File: src/rtl/add_8bit_signed_serial.sv
`default_nettype none
// =============================================================================
// add_8bit_signed_serial : bit-serial two's-complement adder (LSB first, one
//                          full-adder cell) with valid/ready on both sides.
// Revision: 1.0
// =============================================================================
module add_8bit_signed_serial #(
  parameter int WIDTH    = 8,
  parameter bit SATURATE = 1'b0
) (
  input  logic             clk,
  input  logic             rst_n,
  input  logic             in_valid,
  output logic             in_ready,
  input  logic [WIDTH-1:0] A,
  input  logic [WIDTH-1:0] B,
  output logic             out_valid,
  input  logic             out_ready,
  output logic [WIDTH-1:0] result,
  output logic             overflow,
  output logic             busy
);

  localparam int               CNT_W    = (WIDTH > 2) ? $clog2(WIDTH) : 1;
  localparam logic [CNT_W-1:0] C_LAST   = CNT_W'(WIDTH - 1);
  localparam logic [WIDTH-1:0] C_MAXPOS = {1'b0, {(WIDTH-1){1'b1}}};
  localparam logic [WIDTH-1:0] C_MAXNEG = {1'b1, {(WIDTH-1){1'b0}}};

  typedef enum logic [1:0] {
    S_IDLE  = 2'd0,
    S_SHIFT = 2'd1,
    S_DONE  = 2'd2
  } state_t;

  state_t r_state;
  state_t w_state_nxt;

  logic [WIDTH-1:0] r_a;
  logic [WIDTH-1:0] r_b;
  logic             r_carry;
  logic [CNT_W-1:0] r_count;
  logic [WIDTH-1:0] r_result;
  logic             r_overflow;

  logic             w_sum_bit;
  logic             w_carry_nxt;
  logic             w_last;
  logic             w_ovf;
  logic [WIDTH-1:0] w_sum_word;
  logic [WIDTH-1:0] w_final;

  // Operands shift right each bit, so bit 0 is always the bit being added;
  // on the last step bit 0 holds the original sign bits.
  assign w_sum_bit   = r_a[0] ^ r_b[0] ^ r_carry;
  assign w_carry_nxt = (r_a[0] & r_b[0]) | (r_carry & (r_a[0] ^ r_b[0]));
  assign w_last      = (r_count == C_LAST);
  assign w_sum_word  = {w_sum_bit, r_result[WIDTH-1:1]};
  assign w_ovf       = (r_a[0] == r_b[0]) && (w_sum_bit != r_a[0]);

  generate
    if (SATURATE) begin : g_sat
      assign w_final = w_ovf ? (r_a[0] ? C_MAXNEG : C_MAXPOS) : w_sum_word;
    end else begin : g_wrap
      assign w_final = w_sum_word;
    end
  endgenerate

  always_ff @(posedge clk or negedge rst_n) begin
    if (!rst_n) begin
      r_state <= S_IDLE;
    end else begin
      r_state <= w_state_nxt;
    end
  end

  always_comb begin
    w_state_nxt = r_state;
    case (r_state)
      S_IDLE:  if (in_valid)  w_state_nxt = S_SHIFT;
      S_SHIFT: if (w_last)    w_state_nxt = S_DONE;
      S_DONE:  if (out_ready) w_state_nxt = S_IDLE;
      default:                w_state_nxt = S_IDLE;
    endcase
  end

  always_ff @(posedge clk or negedge rst_n) begin
    if (!rst_n) begin
      r_a        <= '0;
      r_b        <= '0;
      r_carry    <= 1'b0;
      r_count    <= '0;
      r_result   <= '0;
      r_overflow <= 1'b0;
    end else begin
      case (r_state)
        S_IDLE: begin
          if (in_valid) begin
            r_a     <= A;
            r_b     <= B;
            r_carry <= 1'b0;
            r_count <= '0;
          end
        end
        S_SHIFT: begin
          r_a     <= r_a >> 1;
          r_b     <= r_b >> 1;
          r_carry <= w_carry_nxt;
          r_count <= r_count + CNT_W'(1);
          if (w_last) begin
            r_result   <= w_final;
            r_overflow <= w_ovf;
          end else begin
            r_result   <= w_sum_word;
          end
        end
        default: ;
      endcase
    end
  end

  assign in_ready  = (r_state == S_IDLE);
  assign out_valid = (r_state == S_DONE);
  assign busy      = (r_state != S_IDLE);
  assign result    = r_result;
  assign overflow  = r_overflow;

endmodule
`default_nettype wire

File: config.mk
export PLATFORM = sky130hd
export DESIGN_NAME = add_8bit_signed_serial
export DESIGN_NICKNAME = d
export VERILOG_FILES = /design/src/rtl/add_8bit_signed_serial.sv
export SDC_FILE = /design/constraint.sdc
export NUM_CORES = 1
export LEC_CHECK = 0
export ABC_AREA = 1
export BUFFER_PORTS_ARGS = -buffer_cell sky130_fd_sc_hd__clkbuf_2
export CORE_MARGIN = 1.5
export CORE_UTILIZATION = 48
export CTS_CLUSTER_SIZE = 10
export DETAILED_ROUTE_END_ITERATION = 10
export PLACE_DENSITY = 0.77
export REMOVE_ABC_BUFFERS = 1
export SYNTH_ARGS = -nofsm -noshare
export SYNTH_HDL_FRONTEND = slang
export SYNTH_SLANG_ARGS = --single-unit
File: constraint.sdc
create_clock -name clk -period 1.4 [get_ports clk]
set_input_delay 0 -clock clk [delete_from_list [all_inputs] [get_ports clk]]
set_output_delay 0 -clock clk [all_outputs]
set_load 0.01 [all_outputs]
# ---- Yosys cells after proc, flatten, opt, wreduce, memory -nomap -nowiden
# Cells that the tools add are included.
dict set report totals {
  reg_bits 31
  latchBits 0
  mem_bits_rw 0
  rom_bits 0
  out_inout_bits 12
  mem_count 0
}
dict set report op_classes {
  add_sub_neg 1
  multipliers 0
  n_div 0
  magnitude_cmp 0
  n_eq_ne 8
  shifts 0
  n_mux 12
  n_bitwise 5
  reduce_logical 7
}
# operator n
set ops {}
lappend ops {{$pmux 8 s2} 2}
lappend ops {{$mux 8} 2}
lappend ops {{$mux 2} 3}
lappend ops {{$pmux 2 s3} 1}
lappend ops {{$pmux 3 s2} 1}
lappend ops {{$ne 2x2->1 const B} 2}
lappend ops {{$reduce_and 2->1} 2}
lappend ops {{$reduce_bool 2->1} 2}
lappend ops {{$add 3x1->3 const B} 1}
lappend ops {{$eq 3x3->1 const B} 1}
lappend ops {{$mux 3} 1}
lappend ops {{$reduce_and 3->1} 1}
lappend ops {{$and 1x1->1} 2}
lappend ops {{$eq 2x1->1 const B} 1}
lappend ops {{$eq 2x2->1 const B} 1}
lappend ops {{$logic_not 2->1} 1}
lappend ops {{$ne 2x1->1 const B} 1}
lappend ops {{$pmux 1 s2} 1}
lappend ops {{$xor 1x1->1} 2}
lappend ops {{$eq 1x1->1} 1}
lappend ops {{$logic_and 1x1->1} 1}
lappend ops {{$mux 1} 1}
lappend ops {{$ne 1x1->1} 1}
lappend ops {{$or 1x1->1} 1}

# ---- Depth between registers and ports, before layout
# Gate-level depths: netlist of the first run.
dict set report logic_depth {
  ltp_word 4
  mapped_depth 7
  mapped_depth_nobuf 7
}

# ---- Least setup slack after synthesis of the first run
# No wires, ideal clock.
dict set report synth_timing {
  path_type {reg2reg}
  start {register r_a[0]}
  end {register r_overflow, in the netlist overflow}
  setup_ps 65
  t_arrival_ps 1255
  slack_ps 80
  path_stages_with_launch 7
  path_buffers 0
  path_cell_list {dfrtp_1 > inv_1 > fa_1 > inv_1 > a21oi_1 > nand3_1 > nand2_1}
}
dict set report synth_between {
  elab_chain_len 4
}
# item line
set synth_rtl {}
lappend synth_rtl {{from (decl)} 38} ;# logic [WIDTH-1:0] r_a;
lappend synth_rtl {{from (signal assigned)} 105} ;# r_a <= r_a >> 1;
lappend synth_rtl {{$xor 1x1->1 (2 in series)} 54} ;# assign w_sum_bit = r_a[0] ^ r_b[0] ^ r_carry;
lappend synth_rtl {{$ne 1x1->1} 58} ;# assign w_ovf = (r_a[0] == r_b[0]) && (w_sum_bit != r_a[0]);
lappend synth_rtl {{$logic_and 1x1->1 (*)} 58}
lappend synth_rtl {{to (signal assigned)} 111} ;# r_overflow <= w_ovf;
lappend synth_rtl {{to (decl)} 43} ;# logic r_overflow;
# Every way passes the cells marked *; elsewhere a longest branch is shown, timed or not.
# A chain may end at the register's enable or synchronous reset.

# ---- Final worst setup path of the first run
# Same ends and word-level chain as after synthesis.

==> results of run 1 <==
-- synth_stat cells --
cell / n
a21oi_1: 2
a21oi_2: 1
buf_2: 1
buf_4: 1
buf_6: 3
buf_8: 1
dfrtp_1: 31
fa_1: 1
ha_1: 3
inv_1: 25
inv_2: 3
inv_6: 1
nand2_1: 64
nand2_4: 1
nand2_8: 2
nand3_1: 17
nor2_1: 4
o21ai_0: 9
o22ai_1: 1
o31ai_1: 1
or2_0: 5
or2_1: 5
or2_2: 2
-- area by class of cell --
cell class,count,area [µm²],area share (%)
sequential,31,777,39.4
tap,44,55.1,2.79
multi-input combinational,118,608,30.9
timing repair buffer,54,375,19.0
clock buffer,6,41.3,2.10
inverter,29,114,5.78
-- sequential cells by signal, summed over array words and instances, names as in the netlist --
register	cells
overflow	1
r_count	3
r_b	8
r_a	8
r_state	2
r_carry	1
result	8
-- worst max-delay path by stage --
stage	cells after the start	endpoint	slack, ns	startpoint
floorplan	6	overflow$_DFFE_PN0P_	0.08	r_a[0]$_DFFE_PN0P_
global placement	6	overflow$_DFFE_PN0P_	0.1	r_a[0]$_DFFE_PN0P_
detailed placement	6	overflow$_DFFE_PN0P_	0.07	r_a[0]$_DFFE_PN0P_
CTS	4	busy	0.04	r_state[0]$_DFFE_PN0P_
global route	6	overflow$_DFFE_PN0P_	-0.0002	r_a[0]$_DFFE_PN0P_
finish	6	overflow$_DFFE_PN0P_	0.07	r_a[0]$_DFFE_PN0P_
-- per-layer routing --
metal / track usage [%] / up-vias / routed length, µm
met5: 0 / - / 0
met4: 9.52 / 0 / 44
met2: 29.7 / 24 / 1380
met3: 3.25 / 4 / 74
met1: 24.8 / 572 / 1380
li1: - / 670 / -
-- power breakdown --
group	leakage, nW	switching (W)	internal, W
clock network	0.0242	0.000265	0.000178
logic	0.655	0.00102	0.000726
registers	0.385	0.000235	0.00130
-- logic make-up after synthesis --
kind of cell | Yosys count
buffers and inverters | 35
adders and majority gates | 4
DFF | 31
and+or+nand+nor | 100
AOI/OAI and AO/OA | 14
-- per-stage QoR --
step | TNS [ns] | util, % | total power (W)
after floorplan | 0 | - | 0.00270
after global placement | 0 | 56.7 | 0.00317
after detailed placement | 0 | 56.7 | 0.00323
after CTS | 0 | 64.4 | 0.00374
after global routing | -0.000196 | 64.5 | 0.00413
final | 0 | 64.5 | 0.00373
-- timing repair --
action,CTS,global route
pin swaps,0,0
resized for setup,1,4
hold buffers,19,0
hold endpoints to repair,48,0
setup endpoints to repair,2,3
-- critical path: stages (launching register included) --
cell	delay, ns
dfrtp_1	0.36
inv_2	0.05
fa_1	0.56
inv_1	0.06
a21oi_2	0.11
nand3_1	0.07
nand2_1	0.06
==> qor.yml, run 1 <==
worst_setup_path:
  rrSetupSlack_ns: 0.07
  worstSetupPathType: "reg -> reg"
  required_ns: 1.66
  r2r_cells: 6
  cp-end-kind: "register"
  arrival_ns: 1.59
  crit_path_max_fanout: 3
  r2r-start: "r_a[0]$_DFFE_PN0P_"
  start_kind: "register"
  timing.rr.end: "overflow$_DFFE_PN0P_"
placement:
  place_inst: 257
  port_buffers: 31
  place_area_um2: 1730
  gp_congestion: 0.701
  hpwl_um: 1840
  place_ws_ns: 0.0653
cts:
  clk_pin_slew_ns: 0.09
  cts_root_buf: "clkbuf_4"
  tritoncts: "built"
  cts_setup_buffers: 0
  clk_path_buf_depth: 2
  htree_levels: 2
  clock_sinks: 31
  tritoncts.num_buffers: 5
  insertion_delay_ns: 0.32
drt:
  routed_wl_um: 2870
  drtIter0Drc: 42
  via_per_inst: 4.50
  drtPass1Iterations: 6
  avgRoutedWirePerCell_um: 10.2
  drc: 0
  via_count: 1270
  antenna_left: 0
global_routing:
  grt_pass1_vias: 1163
  grt_max_degree: 32
  grt_pass1_wl_um: 4950
  grtUsageTotal_pct: 18.8
  overflow: 0
  antenna_found_initial: 0
synthesis:
  synth_compound_area_share_pct: 5.00
  avgSynthCellArea_um2: 8.44
  synth_top_family_by_area: "simple AND/OR/NAND/NOR gates"
  synth_mux_area_share_pct: 0
  synth_area_leader_cell: "dfrtp_1"
  synth_warnings: 0
  ys_ff_latch: 31
  synth_area_leaders: "dfrtp_1, nand2_1, inv_1, nand3_1, o21ai_0"
  synthCells: 184
  synth_area_um2: 1550
  synth.distinct_cells: 23
  yosys.area_share.adder_pct: 3.71
  synth_top_area_share_pct: 50.0
  ys_seq_area_share_pct: 50.0
  synth_xor_area_share_pct: 0
  synthSimpleGateAreaFrac_pct: 30.1
min_path:
  hold_class: "in -> async"
timing:
  period_needed_ns: 1.33
  fmax_mhz: 752
  drv_slew: 0
  setup_viol: 0
  timing.final.ws_setup_ns: 0.0695
  tightest_slew_ns: 0.375
  timing.final.crit_share_pct: 95.0
  skew_ns: 0.00573
  hold_ws_ns: 0.221
  hold_viol_final: 0
  rsz0062_at_grt: "true"
  maxSlewHeadroom_pct: 75.0
pwr:
  power.density_nw_per_um2: 1890
  ir_drop_v: 0.00101
  p_leak_nw: 1.06
die:
  start_util_pct: 50.9
  die_w_um: 59.9
  fp.dieH_um: 59.9
  core_area_um2: 3050
  die_area_um2: 3590
  io_pins: 32
  num_rows: 20
run:
  maxCapViolCount: 0
finish:
  nets: 263
  fillers: 270
  final_cell_count_no_fill: 282
  final_common_cell: "nand2_1"
  diodes: 0
  syn_to_final_growth_pct: 26.9
  layout_common_cells: "nand2_1, clkbuf_2, dfrtp_1, inv_1, dlygate4sd3_1"
  final_area_um2: 1970
  drive_above_1_share_pct: 23.1
run_status:
  status: "complete, no violations"
Power figures use the tool's default switching activity.
==> run 2, diff against run 1 <==
ABC_AREA = unset   (was 1)
CORE_UTILIZATION = 47   (was 48)
PLACE_DENSITY = 0.76   (was 0.77)
==> qor.yml, run 2 <==
global_routing:
  overflow: 0
  top_usage_layer: "met2"
  antenna_found_initial: 0
  grt_max_degree: 32
  use_met1_pct: 25.8
  grt_pass1_vias: 1206
  grt_pass1_wl_um: 5490
  grtUsageTotal_pct: 22.0
  grt.met3_usage_pct: 7.25
  use_met2_pct: 37.4
synthesis:
  yosysMostFrequentCell: "dfrtp_1"
  ys_top_cells_by_count: "dfrtp_1, nand2_1, inv_1"
  avgSynthCellArea_um2: 10.3
  synthCells: 141
  yosys.area_share.adder_pct: 3.97
  synth_area_leaders: "dfrtp_1, nand2_1, nand2b_1, o21ai_0, ha_1"
  ys_seq_area_share_pct: 53.5
  synth_flop_cell: "dfrtp_1"
  synth.distinct_cells: 30
  synth_warnings: 0
  synth_area_leader_cell: "dfrtp_1"
  synth_top_area_share_pct: 53.5
  postSynth.asyncResetShare_pct: 100
  synth_xor_area_share_pct: 0.604
  synthSimpleGateAreaFrac_pct: 19.8
  synth_top_family_by_area: "simple AND/OR/NAND/NOR gates"
  synth_compound_area_share_pct: 16.3
  synth_area_um2: 1450
  synth_mux_area_share_pct: 0.777
  synth_enable_flop_cells: 0
  ys_ff_latch: 31
pwr:
  ir_drop_v: 0.00124
  p_int_w: 0.00249
  p_clk_share_pct: 15.6
  p_leak_nw: 0.952
  pwr-share-comb_pct: 45.4
  switchingPower_w: 0.00151
  seq_power_share_pct: 39.0
  power.density_nw_per_um2: 2140
  switching_share_pct: 37.7
min_path:
  hold_class: "in -> reg"
die:
  core_area_um2: 2830
  die_area_um2: 3420
  io_pins: 32
  num_rows: 19
  die_w_um: 58.5
  start_util_pct: 51.2
  fp.dieH_um: 58.5
cts:
  clock_sinks: 31
  tritoncts: "built"
  clk_path_buf_depth: 2
  cts_root_buf: "clkbuf_4"
  clk_pin_slew_ns: 0.10
  insertion_delay_ns: 0.35
  tritoncts.num_buffers: 5
  htree_levels: 2
worst_setup_path:
  cp-end-kind: "register"
  worstPathCellList: "inv_2 -> fa_1 -> xor2_1 -> nor2_1 -> mux2_2"
  cp_slowest_cell: "fa_1"
  crit_path_max_fanout: 2
  start_kind: "register"
  worstSetupPathType: "reg -> reg"
  max_stage_delay_ns: 0.56
  required_ns: 1.63
  arrival_ns: 1.75
timing:
  drv_slew: 0
  setup_viol: 1
  rsz0062_at_grt: "true"
  period_needed_ns: 1.52
  skew_ns: 0.0164
  hold_ws_ns: 0.0233
  timing.final.crit_share_pct: 109
  fmax_mhz: 657
  hold_viol_final: 0
  maxSlewHeadroom_pct: 48.6
  timing.final.ws_setup_ns: -0.121
  tightest_slew_ns: 0.770
finish:
  nets: 217
  layout_common_cells: "clkbuf_2, nand2_1, dfrtp_1, buf_4"
  multi_input_area_um2: 611
  regArea_um2: 778
  diodes: 0
  drive_above_1_share_pct: 32.5
  syn_to_final_growth_pct: 28.7
  final_common_cell: "clkbuf_2"
  final_area_um2: 1860
  fillers: 247
drt:
  drtIter0Drc: 53
  drtPass1Iterations: 4
  antenna_left: 0
  via_count: 1236
  avgRoutedWirePerCell_um: 14.5
  drc: 0
  routed_wl_um: 3250
  via_per_inst: 5.49
run_status:
  violations: "negative setup slack"
  status: "finished with violations"
placement:
  port_buffers: 31
  place_area_um2: 1690
  hpwl_um: 2310
  gp_congestion: 0.807
run:
  maxCapViolCount: 0
## run 2: cell count changes in the layout (fill, tap and decap cells not counted), sizes merged, moves of 4 or more
cell         change
dlygate4sd3     -12
buf             +10
a2bb2oi          +4
nand3           -13
o22a             +4
or2             -12
inv             -20
nand2b           +7
nand3b           +4
nand2           -37
## run 2: power by group through the flow
stage | Clock [W] | Combinational (W) | Sequential [W]
2_1_floorplan | 0 | 0.00100 | 0.00161
3_3_place_gp | 0 | 0.00164 | 0.00154
3_5_place_dp | 0 | 0.00176 | 0.00157
4_1_cts | 0.000634 | 0.00184 | 0.00156
5_1_grt | 0.000675 | 0.00205 | 0.00161
6_report | 0.000622 | 0.00181 | 0.00156
## run 2: path summary, 6_finish.rpt
check	from	end	slack (ns)	cells past startpoint
setup / recovery	r_carry$_DFFE_PN0P_	overflow$_DFFE_PN0P_	-0.12	5
hold / removal	A[2]	r_a[2]$_DFFE_PN0P_	0.02	3
setup reg to reg	r_carry$_DFFE_PN0P_	overflow$_DFFE_PN0P_	-0.12	5
hold reg to reg	result[0]$_DFFE_PN0P_	result[0]$_DFFE_PN0P_	0.48	2
max in group asynchronous	rst_n	r_state[0]$_DFFE_PN0P_	0.61	2
min in group asynchronous	rst_n	r_count[2]$_DFFE_PN0P_	0.24	2
## run 2: metal layers
layer  part of all wire (%)  vias to the layer above
met2                     51                       28
met3                    4.7                        7
met5                      0                        -
li1                       -                      594
met1                     43                      607
met4                    1.7                        0
## run 2: cells by family (layout without fill, tap and decap cells)
kind of cell    after synthesis  count (layout)
simple gates                 57              57
mux                           1               1
fa+ha+maj                     4               4
flops                        31              31
xor+xnor                      1               1
buf+inv                      16              69
compound gates               31              31
## run 2: layout make-up
cell class	instances	share of cell area [%]
multi-input cells	94	32.8
well taps	31	2.08
inverters	9	1.81
clock inverters	1	0.403
flip-flops and latches	31	41.7
repair buffers	52	17.7
clock buffers	7	3.49
## run 2: per-stage QoR
stage	TNS (ns)	total power (W)	setup WS [ns]	utilization [%]	instances
after floorplan	-0.196	0.00261	-0.144	-	134
after global placement	-0.0889	0.00318	-0.0889	59.9	208
after detailed placement	-0.129	0.00333	-0.129	59.9	208
after CTS	-0.114	0.00403	-0.114	65.8	225
after global routing	-0.219	0.00433	-0.219	65.9	225
final	-0.121	0.00399	-0.121	65.9	225
## run 2: critical path, delay by kind of cell (launching register included)
kind                     cells  cell delay (ns)
flip-flops                   1             0.35
adder cells (fa/ha/maj)      1             0.56
XOR/XNOR                     1             0.15
multiplexers                 1             0.25
buffers and inverters        1             0.05
AND/OR/NAND/NOR              1             0.06
## run 2: timing repair
item | CTS | global route
hold buffers | 7 | 0
buffers inserted | 2 | 1
hold endpoints to repair | 36 | 0
pin swaps | 2 | 4
endpoints found under the setup margin | 3 | 7
cloned | 0 | 0
resized for setup | 4 | 2
==> run 3, diff against run 2 <==
CELL_PAD_IN_SITES_DETAIL_PLACEMENT = 1   (was unset)
CELL_PAD_IN_SITES_GLOBAL_PLACEMENT = 1   (was unset)
CORE_UTILIZATION = 36   (was 47)
CTS_CLUSTER_DIAMETER = 80   (was unset)
==> qor.yml, run 3 (same netlist as run 2, synthesis figures left out) <==
run_status:
  status: "finished with violations"
  violations: "negative setup slack"
timing:
  drv_slew: 0
  setup_viol: 3
  setup_tns_ns: -0.192
  timing.final.ws_setup_ns: -0.179
  fmax_mhz: 633
  rsz0062_at_grt: "true"
  maxSlewHeadroom_pct: 73.1
  tightest_slew_ns: 0.404
  timing.final.crit_share_pct: 113
  period_needed_ns: 1.58
  hold_viol_final: 0
  skew_ns: 0.00427
run:
  maxCapViolCount: 0
global_routing:
  antenna_found_initial: 0
  grt_pass1_vias: 1416
  grt_max_degree: 32
  overflow: 0
  grtUsageTotal_pct: 19.9
  grt_pass1_wl_um: 6580
placement:
  hpwl_um: 2660
  gp_congestion: 0.720
  place_inst: 230
  port_buffers: 31
  place_area_um2: 1750
drt:
  drc: 0
  drtIter0Drc: 21
  avgRoutedWirePerCell_um: 15.4
  met1_length_um: 1600
  routed_wl_um: 3830
  via_count: 1272
  wl_met2_um: 2010
  met3RoutedLength_um: 140
  via_per_inst: 5.11
  drtPass1Iterations: 4
  top_layer: "met4"
  antenna_left: 0
worst_setup_path:
  crit_path_max_fanout: 2
  start_kind: "register"
  crit_start: "r_b[0]$_DFFE_PN0P_"
  arrival_ns: 1.75
  r2r-start: "r_b[0]$_DFFE_PN0P_"
  required_ns: 1.57
  worstSetupPathType: "reg -> reg"
  timing.rr.end: "overflow$_DFFE_PN0P_"
  rrSetupSlack_ns: -0.18
  cp-end-kind: "register"
  r2r_cells: 5
min_path:
  hold_path_startpoint: "in_valid"
  holdPathStages: 3
  min_to: "r_a[7]$_DFFE_PN0P_"
  hold_class: "in -> reg"
finish:
  layout_common_cells: "clkbuf_2, nand2_1, dfrtp_1, buf_4, inv_1"
  final_cell_count_no_fill: 249
  final_core_util_pct: 51.7
  final_common_cell: "clkbuf_2"
  drive_above_1_share_pct: 33.5
  nets: 223
  final_area_um2: 1950
  syn_to_final_growth_pct: 34.6
pwr:
  ir_drop_v: 0.000871
  power.density_nw_per_um2: 2240
  p_leak_nw: 0.997
die:
  io_pins: 32
  die_w_um: 66.4
  core_area_um2: 3770
  fp.dieH_um: 66.4
  num_rows: 22
  start_util_pct: 38.4
  die_area_um2: 4410
cts:
  clk_pin_slew_ns: 0.06
  tritoncts.num_buffers: 5
  clock_sinks: 31
  tritoncts: "built"
  cts_root_buf: "clkbuf_8"
  htree_levels: 2
  insertion_delay_ns: 0.28
  clk_path_buf_depth: 2
-- run 3: changes by cell type in the layout (fill, tap and decap cells not counted), sizes merged --
cell         before  now
clkinvlp          1    0
clkbuf           38   39
dlygate4sd3       7    6
diode             0    1
buf              14   21
-- run 3: per-stage QoR --
| step | setup WS [ns] | hold slack (ns) | total power [W] |
|---|---|---|---|
| after floorplan | -0.144 | -0.296 | 0.00261 |
| after global placement | -0.0913 | 0.0362 | 0.00326 |
| after detailed placement | -0.194 | 0.0424 | 0.00345 |
| after CTS | -0.179 | 0.0346 | 0.00434 |
| after global routing | -0.264 | 0.0846 | 0.00471 |
| final | -0.179 | 0.0310 | 0.00437 |
-- run 3: routing by layer --
metal / vias to the layer above / GRT usage [%]
met3: 8 / 4.26
li1: 603 / -
met4: 0 / 8.93
met2: 32 / 34.6
met1: 629 / 23.2
met5: - / 0
-- run 3: how the worst max path moves through the flow --
| stage | slack (ns) | to | cells past startpoint |
|---|---|---|---|
| 2_1_floorplan | -0.14 | overflow$_DFFE_PN0P_ | 5 |
| 3_3_place_gp | -0.09 | overflow$_DFFE_PN0P_ | 5 |
| 3_5_place_dp | -0.19 | overflow$_DFFE_PN0P_ | 5 |
| 4_1_cts | -0.18 | overflow$_DFFE_PN0P_ | 5 |
| 5_1_grt | -0.26 | overflow$_DFFE_PN0P_ | 5 |
| 6_report | -0.18 | overflow$_DFFE_PN0P_ | 5 |
-- run 3: power breakdown --
group	internal, W	switching (W)	total (W)
clock network	0.000448	0.000320	0.000769
logic	0.00101	0.00100	0.00202
registers	0.00130	0.000287	0.00159
-- run 3: critical path: stages, from the launching register on --
cell and delay [ns]:
dfrtp_1 0.38, inv_2 0.07, fa_1 0.54, xor2_1 0.16, nor2_1 0.06, mux2_2 0.25
-- run 3: area by class of cell --
| type | count | area [µm²] |
|---|---|---|
| Tap cell | 48 | 60.1 |
| Clock buffer | 8 | 100 |
| Sequential cell | 31 | 777 |
| Timing Repair Buffer | 58 | 373 |
| Fill cell | 423 | 1820 |
| Antenna cell | 1 | 2.50 |
| Inverter | 9 | 33.8 |
| Multi-Input combinational cell | 94 | 604 |
-- run 3: repair_timing --
| action | in CTS | in global routing |
|---|---|---|
| setup endpoints to repair | 2 | 5 |
| hold buffers | 6 | 0 |
| gates resized for setup | 2 | 2 |
| pin swaps | 2 | 4 |
| buffers inserted | 3 | 2 |
| endpoints found under the hold margin | 36 | 0 |
| gates cloned | 0 | 0 |
